[src/rtl/clock_buf_ctrl.sv]
// clock_buf_ctrl -- sequences enable/clear of a gated clock buffer behind an
// MMCM/PLL lock. Lock is synchronized, must hold for SETTLE_CYCLES, then the
// buffer divider is cleared for CLR_CYCLES before the buffer is enabled.
// Loss of lock while running latches FAULT until req is dropped.
//
// Ports:
//   clk      in   control clock, rising edge
//   rst      in   async active-high reset
//   req      in   level request to run the buffered clock (clk domain)
//   lock_in  in   MMCM/PLL lock, asynchronous to clk
//   buf_ena  out  buffer CE
//   buf_clr  out  buffer divider CLR
//   ready    out  buffered clock valid
//   fault    out  lock lost while running
//   state    out  FSM state: IDLE=0 WAIT_LOCK=1 SETTLE=2 CLEAR=3 RUN=4 FAULT=5
module clock_buf_ctrl #(
  parameter int SETTLE_CYCLES = 256,
  parameter int CLR_CYCLES    = 4,
  parameter int CNT_WIDTH     = 16
) (
  input  logic       clk,
  input  logic       rst,
  input  logic       req,
  input  logic       lock_in,
  output logic       buf_ena,
  output logic       buf_clr,
  output logic       ready,
  output logic       fault,
  output logic [2:0] state
);

  typedef enum logic [2:0] {
    S_IDLE      = 3'd0,
    S_WAIT_LOCK = 3'd1,
    S_SETTLE    = 3'd2,
    S_CLEAR     = 3'd3,
    S_RUN       = 3'd4,
    S_FAULT     = 3'd5
  } state_e;

  localparam logic [CNT_WIDTH-1:0] SETTLE_LOAD = CNT_WIDTH'(SETTLE_CYCLES - 1);
  localparam logic [CNT_WIDTH-1:0] CLR_LOAD    = CNT_WIDTH'(CLR_CYCLES - 1);

  state_e               state_q, state_d;
  logic [CNT_WIDTH-1:0] cnt_q, cnt_d;
  logic                 sync1_q, sync2_q;
  logic                 lock_s;
  logic                 buf_ena_q, buf_ena_d;
  logic                 buf_clr_q, buf_clr_d;
  logic                 ready_q, ready_d;
  logic                 fault_q, fault_d;

  assign lock_s = sync2_q;

  // 2-flop synchronizer; the FSM only ever looks at lock_s
  always_ff @(posedge clk or posedge rst) begin
    if (rst) begin
      sync1_q <= 1'b0;
      sync2_q <= 1'b0;
    end else begin
      sync1_q <= lock_in;
      sync2_q <= sync1_q;
    end
  end

  always_ff @(posedge clk or posedge rst) begin
    if (rst) begin
      state_q   <= S_IDLE;
      cnt_q     <= '0;
      buf_ena_q <= 1'b0;
      buf_clr_q <= 1'b0;
      ready_q   <= 1'b0;
      fault_q   <= 1'b0;
    end else begin
      state_q   <= state_d;
      cnt_q     <= cnt_d;
      buf_ena_q <= buf_ena_d;
      buf_clr_q <= buf_clr_d;
      ready_q   <= ready_d;
      fault_q   <= fault_d;
    end
  end

  // Next state + counter
  always_comb begin
    state_d = state_q;
    cnt_d   = cnt_q;
    unique case (state_q)
      S_IDLE: if (req) state_d = S_WAIT_LOCK;
      S_WAIT_LOCK: begin
        if (!req) state_d = S_IDLE;
        else if (lock_s) begin
          state_d = S_SETTLE;
          cnt_d   = SETTLE_LOAD;
        end
      end
      S_SETTLE: begin
        if (!req)               state_d = S_IDLE;
        else if (!lock_s)       state_d = S_WAIT_LOCK;
        else if (cnt_q == '0) begin
          state_d = S_CLEAR;
          cnt_d   = CLR_LOAD;
        end else                cnt_d = cnt_q - CNT_WIDTH'(1);
      end
      S_CLEAR: begin
        if (!req)               state_d = S_IDLE;
        else if (!lock_s)       state_d = S_WAIT_LOCK;
        else if (cnt_q == '0)   state_d = S_RUN;
        else                    cnt_d = cnt_q - CNT_WIDTH'(1);
      end
      // req drop wins over simultaneous lock loss: no fault
      S_RUN: begin
        if (!req)         state_d = S_IDLE;
        else if (!lock_s) state_d = S_FAULT;
      end
      S_FAULT: if (!req) state_d = S_IDLE;
      default: state_d = S_IDLE;
    endcase
  end

  // Outputs decoded from the next state and registered, so they line up
  // with state_q and carry no combinational path from the inputs.
  always_comb begin
    buf_ena_d = 1'b0;
    buf_clr_d = 1'b0;
    ready_d   = 1'b0;
    fault_d   = 1'b0;
    unique case (state_d)
      S_CLEAR: buf_clr_d = 1'b1;
      S_RUN: begin
        buf_ena_d = 1'b1;
        ready_d   = 1'b1;
      end
      S_FAULT: fault_d = 1'b1;
      default: ;
    endcase
  end

  assign buf_ena = buf_ena_q;
  assign buf_clr = buf_clr_q;
  assign ready   = ready_q;
  assign fault   = fault_q;
  assign state   = state_q;

endmodule

[config.mk]
export PLATFORM = sky130hd
export DESIGN_NAME = clock_buf_ctrl
export DESIGN_NICKNAME = d
export VERILOG_FILES = /design/src/rtl/clock_buf_ctrl.sv
export SDC_FILE = /design/constraint.sdc
export NUM_CORES = 1
export LEC_CHECK = 0
export ABC_AREA = 1
export CAP_MARGIN = 0
export CORE_ASPECT_RATIO = 1.4
export CORE_UTILIZATION = 41
export DETAILED_ROUTE_END_ITERATION = 8
export DONT_BUFFER_PORTS = 1
export SLEW_MARGIN = 5
export SYNTH_ARGS = -nofsm -noshare
export SYNTH_HDL_FRONTEND = slang
export SYNTH_SLANG_ARGS = --single-unit
[constraint.sdc]
create_clock -name clk -period 5 [get_ports clk]
set_clock_uncertainty 0.2 [all_clocks]
set_input_delay 1 -clock clk [delete_from_list [all_inputs] [get_ports clk]]
set_output_delay 1 -clock clk [all_outputs]
set_load 0.005 [all_outputs]
## After elaboration in Yosys (flattened, before gate mapping)

Cells that the tools add are included.

- Bits in registers: 24
- Latch bits: 0
- RAM bits: 0
- Memory bits (read-only): 0
- Input bits: 4
- Logic and storage cells: 52
- Memories: 0

- Add/subtract/negate cells: 1
- $mul: 0
- Div/mod/pow operators: 0
- Magnitude comparators: 0
- Eq/ne operators: 15
- Shift-type cells: 0
- Muxes and demuxes: 25
- Bitwise gates (word level): 0
- Reductions and logical operators: 4

Operators with widths:

| kind | count |
|---|---|
| $mux W16 | 8 |
| $pmux W16 S3 | 1 |
| $mux W3 | 12 |
| $pmux W3 S6 | 1 |
| $logic_not A16 Y1 | 1 |
| $sub A16 B1 Y16 const B | 1 |
| $ne A2 B2 Y1 const B | 7 |
| $eq A3 B3 Y1 const B | 4 |
| $eq A3 B2 Y1 const B | 3 |
| $reduce_and A8 Y1 | 1 |
| $eq A3 B1 Y1 const B | 1 |
| $logic_not A3 Y1 | 1 |
| $mux W1 | 3 |
| $reduce_bool A3 Y1 | 1 |

## Longest topological paths before layout

Gate-level depths: netlist of the first run.

- Word-level depth: 7
- Gate-level depth with buffers: 11

## Worst setup path before layout of the first run

Ideal clock, no wire load.

- Kind: in2reg
- From: input port req
- To: register cnt_q[4]
- Setup time: 120 ps
- Data arrival time: 1667 ps
- Setup slack: 3012 ps
- Stages: 8
- Buffers on the path: 1
- Path through: nand2_1 > nand3_2 > nand2_2 > nor2_4 > nand2_2 > buf_6 > o21ai_1 > nand2_1

- Cells in the longest elaborated chain, start to end: 2
- Elaborated cells on any way between the ends: 4

Ends and longest elaborated chain:

| item | RTL line | RTL |
|---|---|---|
| from (decl) | 23 | `input logic req,` |
| $ne A2 B2 Y1 (no line) | - |  |
| $reduce_and A8 Y1 (no line) * | - |  |
| to (signal assigned) | 76 | `cnt_q <= cnt_d;` |
| to (decl) | 45 | `logic [CNT_WIDTH-1:0] cnt_q, cnt_d;` |

Every way passes the cells marked *; elsewhere a longest branch is shown, timed or not.
A chain may end at the register's enable or synchronous reset.

## Worst setup path after layout of the first run

- From: register cnt_q[0]
- To: register cnt_q[8]

- Cells in the longest elaborated chain, start to end: 5
- Elaborated cells on any way between the ends: 11

Ends and longest elaborated chain:

| item | RTL line | RTL |
|---|---|---|
| $sub A16 B1 Y16 / $logic_not A16 Y1 (equally long branches) | - |  |
| $mux W16, on equally long branches | 108, 100 |  |
| $mux W16, on equally long branches | 107, 99 |  |
| $mux W16, on equally long branches | 106, 98 |  |
| $pmux W16 S3 | 88 | `unique case (state_q)` |

Several ways; a longest one is shown, not always the timed one. The select of a mux whose other input is x is not followed.

==> flow_metrics.tcl, run 1 <==
set metrics [dict create \
    cts.sinks 24 \
    grt_use_total 0.202 \
    path_delay_family "simple AND/OR/NAND/NOR gates" \
    crit_type "reg2reg" \
    hold_viol_final 0 \
    final_common_cell "nand2_1" \
    slew_violations 0 \
    cp_num_buf_inv 2 \
    grt_overflow_total 0 \
    antenna_found_initial 0 \
    final_cell_mix "56 x nand2_1, 24 x nor2_1, 24 x dfrtp_1, 20 x inv_1, 14 x nand3_1" \
    setup_viol 0 \
    core-area_mm2 0.00341 \
    worst_slew_pin_slew_ps 912 \
    hold-worst-slack_ps 186 \
    multi_input_area_um2 754 \
    required_ps 5000 \
    wl_um 3300 \
    outcome "finished clean" \
    grt_pass1_vias 1260 \
    die-area_mm2 0.00389 \
    htree_levels 1 \
    ys.warnings.count 0 \
    dp_hpwl_um 2500 \
    tns_ps 0 \
    vdd_drop_max_uv 147 \
    pin_count 11 \
    grt_pass1_wl_um 5610 \
    p_leak_nw 0.738 \
    finish.utilization 0.461 \
    vias 1249 \
    clock.fmax_ghz 0.476 \
    vias_per_cell 5.18 \
    cts_root_buf "clkbuf_8" \
    syn-cell-area_mm2 0.00149 \
    timing.final.crit_share 0.420 \
    cts_buffers 3 \
    slew_headroom 0.391 \
    antenna_left 0 \
    r2r_start "cnt_q[0]$_DFFE_PP0P_" \
    grt_max_degree 25 \
    cts-hold-fix-buffers 0 \
    slowest_delay_ps 420 \
    syn_to_final_growth_pct 5.37 \
    drive_above_1_share 0.149 \
    crit_path_cell_trace "inv_1 -> ha_1 -> nand2_2 -> nor2_4 -> nand3_2 -> inv_2 -> nor2_2 -> nand2_1 -> o21ai_0" \
    synth.distinct_cells 28 \
    nets 207 \
    syn_nets 206 \
    placed_cell_area_mm2 0.00150 \
    seqCellArea_um2 601 \
    routabilityCongestion 0.842 \
    die_x_um 53.0 \
    synth_area_per_cell_um2 7.42 \
    worstPathArrival_ps 2110 \
    path_clk_slew_ps 100 \
    crit_start "cnt_q[0]$_DFFE_PP0P_" \
    drtIter0Drc 21 \
    post_cts_buffers 0 \
    clockBufferDepth 2 \
    io_buffer_count 0 \
    cp_max_fo 12 \
    drc_errors 0 \
    synth_edf_count 0 \
    nFillCells 339 \
    synth_seq_cells 24 \
    diodes 0 \
    min_period_ps 2100 \
    fin_area_mm2 0.00157 \
    cts_resized 0 \
    rsz0062_at_grt "no" \
    min_from "sync1_q$_DFF_PP0_" \
    die_h_um 73.4 \
    clock_latency_ps 280 \
    cap_violations 0 \
    synth_top_flop_cell "dfrtp_1" \
    start_util 0.437 \
    crit_slowest_cell "nor2_2" \
    cts_tree "yes" \
    dr.pass1.iters 4 \
    power_density_mw_per_mm2 298 \
    startpoint_type "flop" \
    yosysSeqAreaShare 0.403 \
    ys_async_sr_fraction 1.00 \
    hp-class "reg2reg" \
    netlist_instances 201 \
    rows 25 \
    end_kind "flop" \
    wl_per_cell_um 13.7 \
]
## Yosys cell counts (3+ instances only)
| cell | n | area share |
|---|---|---|
| a21oi_1 | 5 | 0.017 |
| dfrtp_1 | 24 | 0.40 |
| o21ai_1 | 8 | 0.027 |
| nand3_1 | 14 | 0.047 |
| nand2_1 | 56 | 0.14 |
| nor2_1 | 24 | 0.060 |
| inv_2 | 4 | 0.010 |
| nand4_1 | 6 | 0.025 |
| inv_1 | 20 | 0.050 |
| o21ai_0 | 3 | 0.010 |
| nor2_2 | 6 | 0.025 |
| nor2_4 | 5 | 0.038 |
| buf_6 | 3 | 0.023 |
| nand2_2 | 5 | 0.021 |
| xor2_1 | 3 | 0.018 |
## power breakdown
part / internal (mW) / total [mW] / switching (mW)
Clock: 0.107 / 0.178 / 0.0703
Combinational: 0.0217 / 0.0693 / 0.0476
Sequential: 0.209 / 0.221 / 0.0124
Total: 0.337 / 0.468 / 0.130
## state kept, by name, indices dropped and copies added (netlist names)
| signal | flops |
|---|---|
| cnt_q | 16 |
| state | 3 |
| sync1_q | 1 |
| lock_s | 1 |
| ready | 1 |
| fault | 1 |
| buf_clr | 1 |
## path summary, 6_finish.rpt
check / slack (ps) / end / cells after the start
worst max-delay path: 2900 / cnt_q[8]$_DFFE_PP0P_ / 9
worst min-delay path: 190 / lock_s$_DFF_PP0_ / 0
worst max register to register: 2900 / cnt_q[8]$_DFFE_PP0P_ / 9
worst min register to register: 190 / lock_s$_DFF_PP0_ / 0
max in group asynchronous: 3440 / ready$_DFF_PP0_ / 1
min in group asynchronous: 600 / cnt_q[11]$_DFFE_PP0P_ / 1
## layout make-up
cell class / instances / share of cell area
sequential: 24 / 0.382
clock buffer: 3 / 0.0263
tap: 40 / 0.0318
multi-input combinational: 148 / 0.480
inverter: 25 / 0.0605
clock inverter: 1 / 0.0191
## per-stage QoR
stage          cells  worst slack (ps)  total power [mW]
2_1_floorplan    201              3010             0.283
3_3_place_gp     237              2750             0.293
3_5_place_dp     237              2730             0.294
4_1_cts          241              2890             0.469
5_1_grt          241              2710             0.494
6_report         241              2900             0.468
## routing by layer
layer	vias to the layer above	wire, um	GRT usage
li1	634	-	-
met1	574	1270	0.204
met2	32	1800	0.368
met3	9	122	0.0393
met4	0	98	0.123
met5	-	0	0
## kinds of logic after synthesis
| family | synth area share |
|---|---|
| simple gates | 0.385 |
| buf+inv | 0.0914 |
| flops | 0.403 |
| compound gates | 0.0831 |
| xor+xnor | 0.0294 |
| fa+ha+maj | 0.00839 |
Note: power is estimated with default switching activity, not from simulation.
==> run 2: changes to the inputs <==
- clock period: 5 -> 1.7 ns (I/O delays scaled with it)
==> run 2 against run 1 <==
- the run now ends with setup timing left
- utilization grew 14 points
- worst setup slack lost 2900 ps
- clock-buffer cell count is the same
- sequential power grew to 2.9 times the previous value
- largest power group unchanged
- clock power grew to 2.8 times the previous value
- first-iteration DRC count grew 38%
- final cell count grew 20%
- via count grew 17%
- die area is the same
- highest routed layer unchanged
- flip-flop and latch count is the same
- maximum frequency grew 22%
==> flow_metrics.tcl, run 2 (synthesis gave the netlist of run 1 again) <==
set metrics [dict create \
    outcome "finished with violations" \
    violations "setup timing" \
    cp.depth 11 \
    grt_pass1_vias 1537 \
    dr.pass1.iters 4 \
    path_clk_slew_ps 90 \
    cts_root_buf "clkbuf_8" \
    reg2reg_to "cnt_q[7]$_DFFE_PP0P_" \
    clockBufferDepth 2 \
    wl_per_cell_um 13.3 \
    ff2ff_setup_slack_ps -20 \
    slew_headroom 0.783 \
    startpoint_type "flop" \
    dp_hpwl_um 2860 \
    drive_above_1_share 0.419 \
    crit_slowest_cell "dfrtp_1" \
    place_ws_ps -98.4 \
    vias_per_cell 5.07 \
    holdPathStages 4 \
    cts.sinks 24 \
    timing.final.crit_share 1.01 \
    largest_reg_flops 16 \
    use_met3 0.0290 \
    die-area_mm2 0.00389 \
    clock_latency_ps 270 \
    slowest_delay_ps 380 \
    syn_to_final_growth_pct 38.2 \
    pin_count 11 \
    vias 1461 \
    use_met2 0.444 \
    r2r_start "cnt_q[0]$_DFFE_PP0P_" \
    top_usage_layer "met2" \
    hp-class "in2reg" \
    crit_path_cell_trace "inv_2 -> ha_4 -> nand2_4 -> nor2_4 -> buf_6 -> nand3_4 -> inv_2 -> nor2_4 -> buf_6 -> nand3_2 -> o21ai_1" \
    min_from "req" \
    placed_cell_area_mm2 0.00176 \
    die_h_um 73.4 \
    worstPathArrival_ps 1680 \
    path_delay_family "buffers and inverters" \
    hold_viol_final 0 \
    grt_max_degree 24 \
    r2r_cells 11 \
    cts_tree "yes" \
    cp_num_buf_inv 4 \
    slew_violations 0 \
    worst_slew_pin_slew_ps 325 \
    fin_area_mm2 0.00206 \
    htree_levels 1 \
    diodes 0 \
    p_leak_nw 0.990 \
    use_met1 0.222 \
    rsz0062_at_grt "yes" \
    end_kind "flop" \
    antenna_left 0 \
    grt_overflow_total 0 \
    vdd_drop_max_uv 476 \
    crit_start "cnt_q[0]$_DFFE_PP0P_" \
    start_util 0.437 \
    required_ps 1670 \
    min_period_ps 1720 \
    nets 254 \
    cts_buffers 3 \
    whs_endpoint "state[0]$_DFF_PP0_" \
    routabilityCongestion 0.871 \
    grt_use_total 0.224 \
    drc_errors 0 \
    setup_viol 4 \
    io_buffer_count 0 \
    tns_ps -52.4 \
    antenna_found_initial 0 \
    grt_pass1_wl_um 6350 \
    clock.fmax_ghz 0.582 \
    die_x_um 53.0 \
    wl_um 3820 \
    drtIter0Drc 29 \
    power_density_mw_per_mm2 734 \
    core-area_mm2 0.00341 \
    final_cell_mix "48 x nand2_1, 41 x buf_4, 23 x dfrtp_1, 16 x inv_1, 15 x nor2_1" \
    cap_violations 0 \
    final_common_cell "nand2_1" \
    largest-register "cnt_q" \
    setup_ws_ps -18.4 \
    rows 25 \
    crit_type "reg2reg" \
    cp_max_fo 8 \
]
[run 2: changes by cell type in the layout (fill, tap and decap cells not counted), sizes merged]
cell / change
buf: +45
dlygate4sd3: +2
clkinv: -1
inv: +1
[run 2: layout make-up]
type / instances / area, um2
Timing Repair Buffer: 47 / 373
Fill cell: 306 / 1350
Inverter: 25 / 96.3
Tap cell: 40 / 50.0
Clock inverter: 1 / 30.0
Multi-Input combinational cell: 148 / 868
Sequential cell: 24 / 602
Clock buffer: 3 / 41.3
[run 2: what timing repair did]
action / 4_1_cts / 5_1_grt
pin swaps: 4 / 8
setup buffers: 3 / 7
endpoints found under the setup margin: 19 / 19
hold endpoints to repair: 25 / 0
resized for setup: 15 / 26
hold buffers: 2 / 0
[run 2: report_power, final]
part           internal, mW  total [mW]  switching (mW)
clock                 0.315       0.507           0.192
sequential            0.614       0.649          0.0350
combinational         0.168       0.358           0.190
total                  1.10        1.51           0.417
[run 2: worst max-delay path by stage]
stage,end
global route,buf_clr$_DFF_PP0_
CTS,cnt_q[15]$_DFFE_PP0P_
detailed placement,cnt_q[1]$_DFFE_PP0P_
floorplan,cnt_q[7]$_DFFE_PP0P_
global placement,cnt_q[1]$_DFFE_PP0P_
finish,cnt_q[7]$_DFFE_PP0P_
[run 2: tightest hold or removal path: stages]
cell and delay [ps]:
inv_1 40, a21oi_1 60, nand2_2 90, inv_2 30
[run 2: per-layer routing]
layer  vias up  share of wire
met2        23           0.56
met1       698           0.39
met4         0          0.024
met3        10          0.021
met5         -              0
li1        730              -
[run 2: through the flow]
step | hold WS, ps | power (mW) | utilization | cells
final | 119 | 1.51 | 0.604 | 288
after global routing | 138 | 1.59 | 0.604 | 288
after CTS | 114 | 1.47 | 0.566 | 281
after detailed placement | -111 | 0.941 | 0.517 | 272
after global placement | -120 | 0.935 | 0.517 | 272
after floorplan | 131 | 0.831 | - | 201
==> run 3: changes to the inputs <==
- ABC_AREA: 1 -> unset
- CORE_ASPECT_RATIO: 1.4 -> unset
==> run 3 against run 2 <==
- the run still ends with setup timing left
- clock power down 37%
- synthesized cell count is 26% lower
- flip-flop and latch count unchanged
- largest power group unchanged
==> flow_metrics.tcl, run 3 <==
set metrics [dict create \
    synthAdderAreaFrac 0.00879 \
    use_met1 0.357 \
    largest_reg_flops 16 \
    crit_slowest_cell "dfrtp_1" \
    grt_pass1_wl_um 7360 \
    pin_count 11 \
    grt_max_degree 25 \
    hold_viol_final 0 \
    end_kind "flop" \
    die-area_mm2 0.00371 \
    cts_tree "yes" \
    tns_ps -6820 \
    yosysMostFrequentCell "dfrtp_1" \
    clockBufferDepth 2 \
    htree_levels 1 \
    synth_top_flop_cell "dfrtp_1" \
    final_cell_mix "59 x buf_4, 24 x dfrtp_1, 10 x a21oi_2, 8 x inv_1" \
    synth_area_per_cell_um2 9.62 \
    antenna_found_initial 0 \
    drc_errors 0 \
    top_usage_layer "met2" \
    synth_compound_area_frac 0.217 \
    die_x_um 60.9 \
    use_met2 0.474 \
    drive_above_1_share 0.569 \
    yosysSeqAreaShare 0.422 \
    synth_seq_cells 24 \
    crit_top_cell "buf_4" \
    die_h_um 60.9 \
    largest-register "cnt_q" \
    synth_top_area_share 0.422 \
    cap_violations 0 \
    timing.final.crit_share 1.25 \
    slew_headroom 0.704 \
    routabilityCongestion 0.868 \
    ys.warnings.count 0 \
    dp_hpwl_um 3040 \
    rsz0062_at_grt "yes" \
    crit_path_cell_trace "buf_4 -> nor4_4 -> buf_4 -> nand4_1 -> buf_4 -> a211o_2 -> a21oi_2" \
    wl_per_cell_um 18.4 \
    worst_slew_pin_slew_ps 444 \
    path_clk_slew_ps 150 \
    finish.utilization 0.687 \
    vias_per_cell 5.80 \
    setup_ws_ps -432 \
    netlist_instances 148 \
    clock.fmax_ghz 0.469 \
    yosys-top-cells-count "24 x dfrtp_1, 15 x a21oi_1, 10 x inv_1" \
    final_common_cell "buf_4" \
    syn_to_final_growth_pct 60.9 \
    vias 1519 \
    diodes 0 \
    cts_buffers 3 \
    place_ws_ps -445 \
    required_ps 1760 \
    synthMuxAreaShare 0.0211 \
    synth.distinct_cells 48 \
    synth_top_family_by_area "simple AND/OR/NAND/NOR gates" \
    nets 222 \
    cp_max_fo 4 \
    synth_xor_xnor_area_share 0.0123 \
    synth_edf_count 0 \
    slowest_delay_ps 430 \
    rows 21 \
    synth_top_area_cell "dfrtp_1" \
    power_mw 1.09 \
    antenna_left 0 \
    grt_use_total 0.274 \
    outcome "finished with violations" \
    min_period_ps 2130 \
    p_leak_nw 1.04 \
    cts_root_buf "clkbuf_4" \
    setup_viol 21 \
    worstPathArrival_ps 2190 \
    core-area_mm2 0.00334 \
    grt_overflow_total 0 \
    clock_latency_ps 330 \
    cts.sinks 24 \
    dr.pass1.iters 4 \
    synth_area_leaders "dfrtp_1 42%, a21oi_1 5.3%, nor4_1 3.1%" \
    startpoint_type "flop" \
    drtIter0Drc 133 \
    violations "setup timing" \
    syn_nets 153 \
    start_util 0.427 \
    crit_type "reg2reg" \
    ys_async_sr_fraction 1.00 \
    use_met3 0.0277 \
    wl_um 4820 \
    power_density_mw_per_mm2 476 \
    slew_violations 0 \
    syn-cell-area_mm2 0.00142 \
    vdd_drop_max_uv 361 \
    grt_pass1_vias 1575 \
    hp-class "reg2reg" \
    io_buffer_count 0 \
    synthSimpleGateAreaFrac 0.267 \
]
run 3: final cells by class:
cell class / instances / area, um2
fill: 265 / 1050
multi-input combinational: 108 / 1000
sequential: 24 / 601
timing repair buffer: 69 / 552
tap: 46 / 57.6
inverter: 11 / 43.8
clock buffer: 4 / 36.3
run 3: what timing repair did:
item / 4_1_cts / 5_1_grt
hold buffers: 3 / 0
cloned: 1 / 0
buffers inserted: 11 / 2
pin swaps: 13 / 11
resized for setup: 32 / 24
setup endpoints to repair: 21 / 21
endpoints found under the hold margin: 30 / 0
run 3: through the flow:
stage	area, um2	hold slack, ps	cells
floorplan	1450	131	148
global placement	1870	93.6	242
detailed placement	1870	102	242
CTS	2150	186	261
global route	2290	186	262
finish	2290	181	262
run 3: final timing paths:
path	from	to	slack [ps]	cells past startpoint
max	cnt_q[1]$_DFFE_PP0P_	cnt_q[11]$_DFFE_PP0P_	-430	7
min	sync1_q$_DFF_PP0_	lock_s$_DFF_PP0_	180	0
max reg2reg	cnt_q[1]$_DFFE_PP0P_	cnt_q[11]$_DFFE_PP0P_	-430	7
min reg2reg	sync1_q$_DFF_PP0_	lock_s$_DFF_PP0_	180	0
max in group asynchronous	rst	cnt_q[13]$_DFFE_PP0P_	770	3
min in group asynchronous	rst	cnt_q[0]$_DFFE_PP0P_	280	3
run 3: report_power, final:
part | switching (mW) | internal, mW
clock | 0.190 | 0.131
sequential | 0.0140 | 0.583
combinational | 0.0942 | 0.0767
run 3: metal layers:
metal / wire length [um] / vias up
li1: - / 709
met1: 1990 / 754
met2: 2540 / 44
met3: 167 / 12
met4: 124 / 0
met5: 0 / -
run 3: worst max-delay path, delay by kind of cell, from the launching register on:
family / cells / cell delay, ps
compound gates: 2 / 430
flops: 1 / 430
simple gates: 2 / 460
buf+inv: 3 / 550
run 3: logic make-up (layout without fill, tap and decap cells):
logic type | after synthesis | after routing
simple gates | 57 | 57
xor+xnor | 2 | 2
fa+ha+maj | 1 | 1
mux | 2 | 2
buf+inv | 16 | 84
compound gates | 46 | 46
flops | 24 | 24
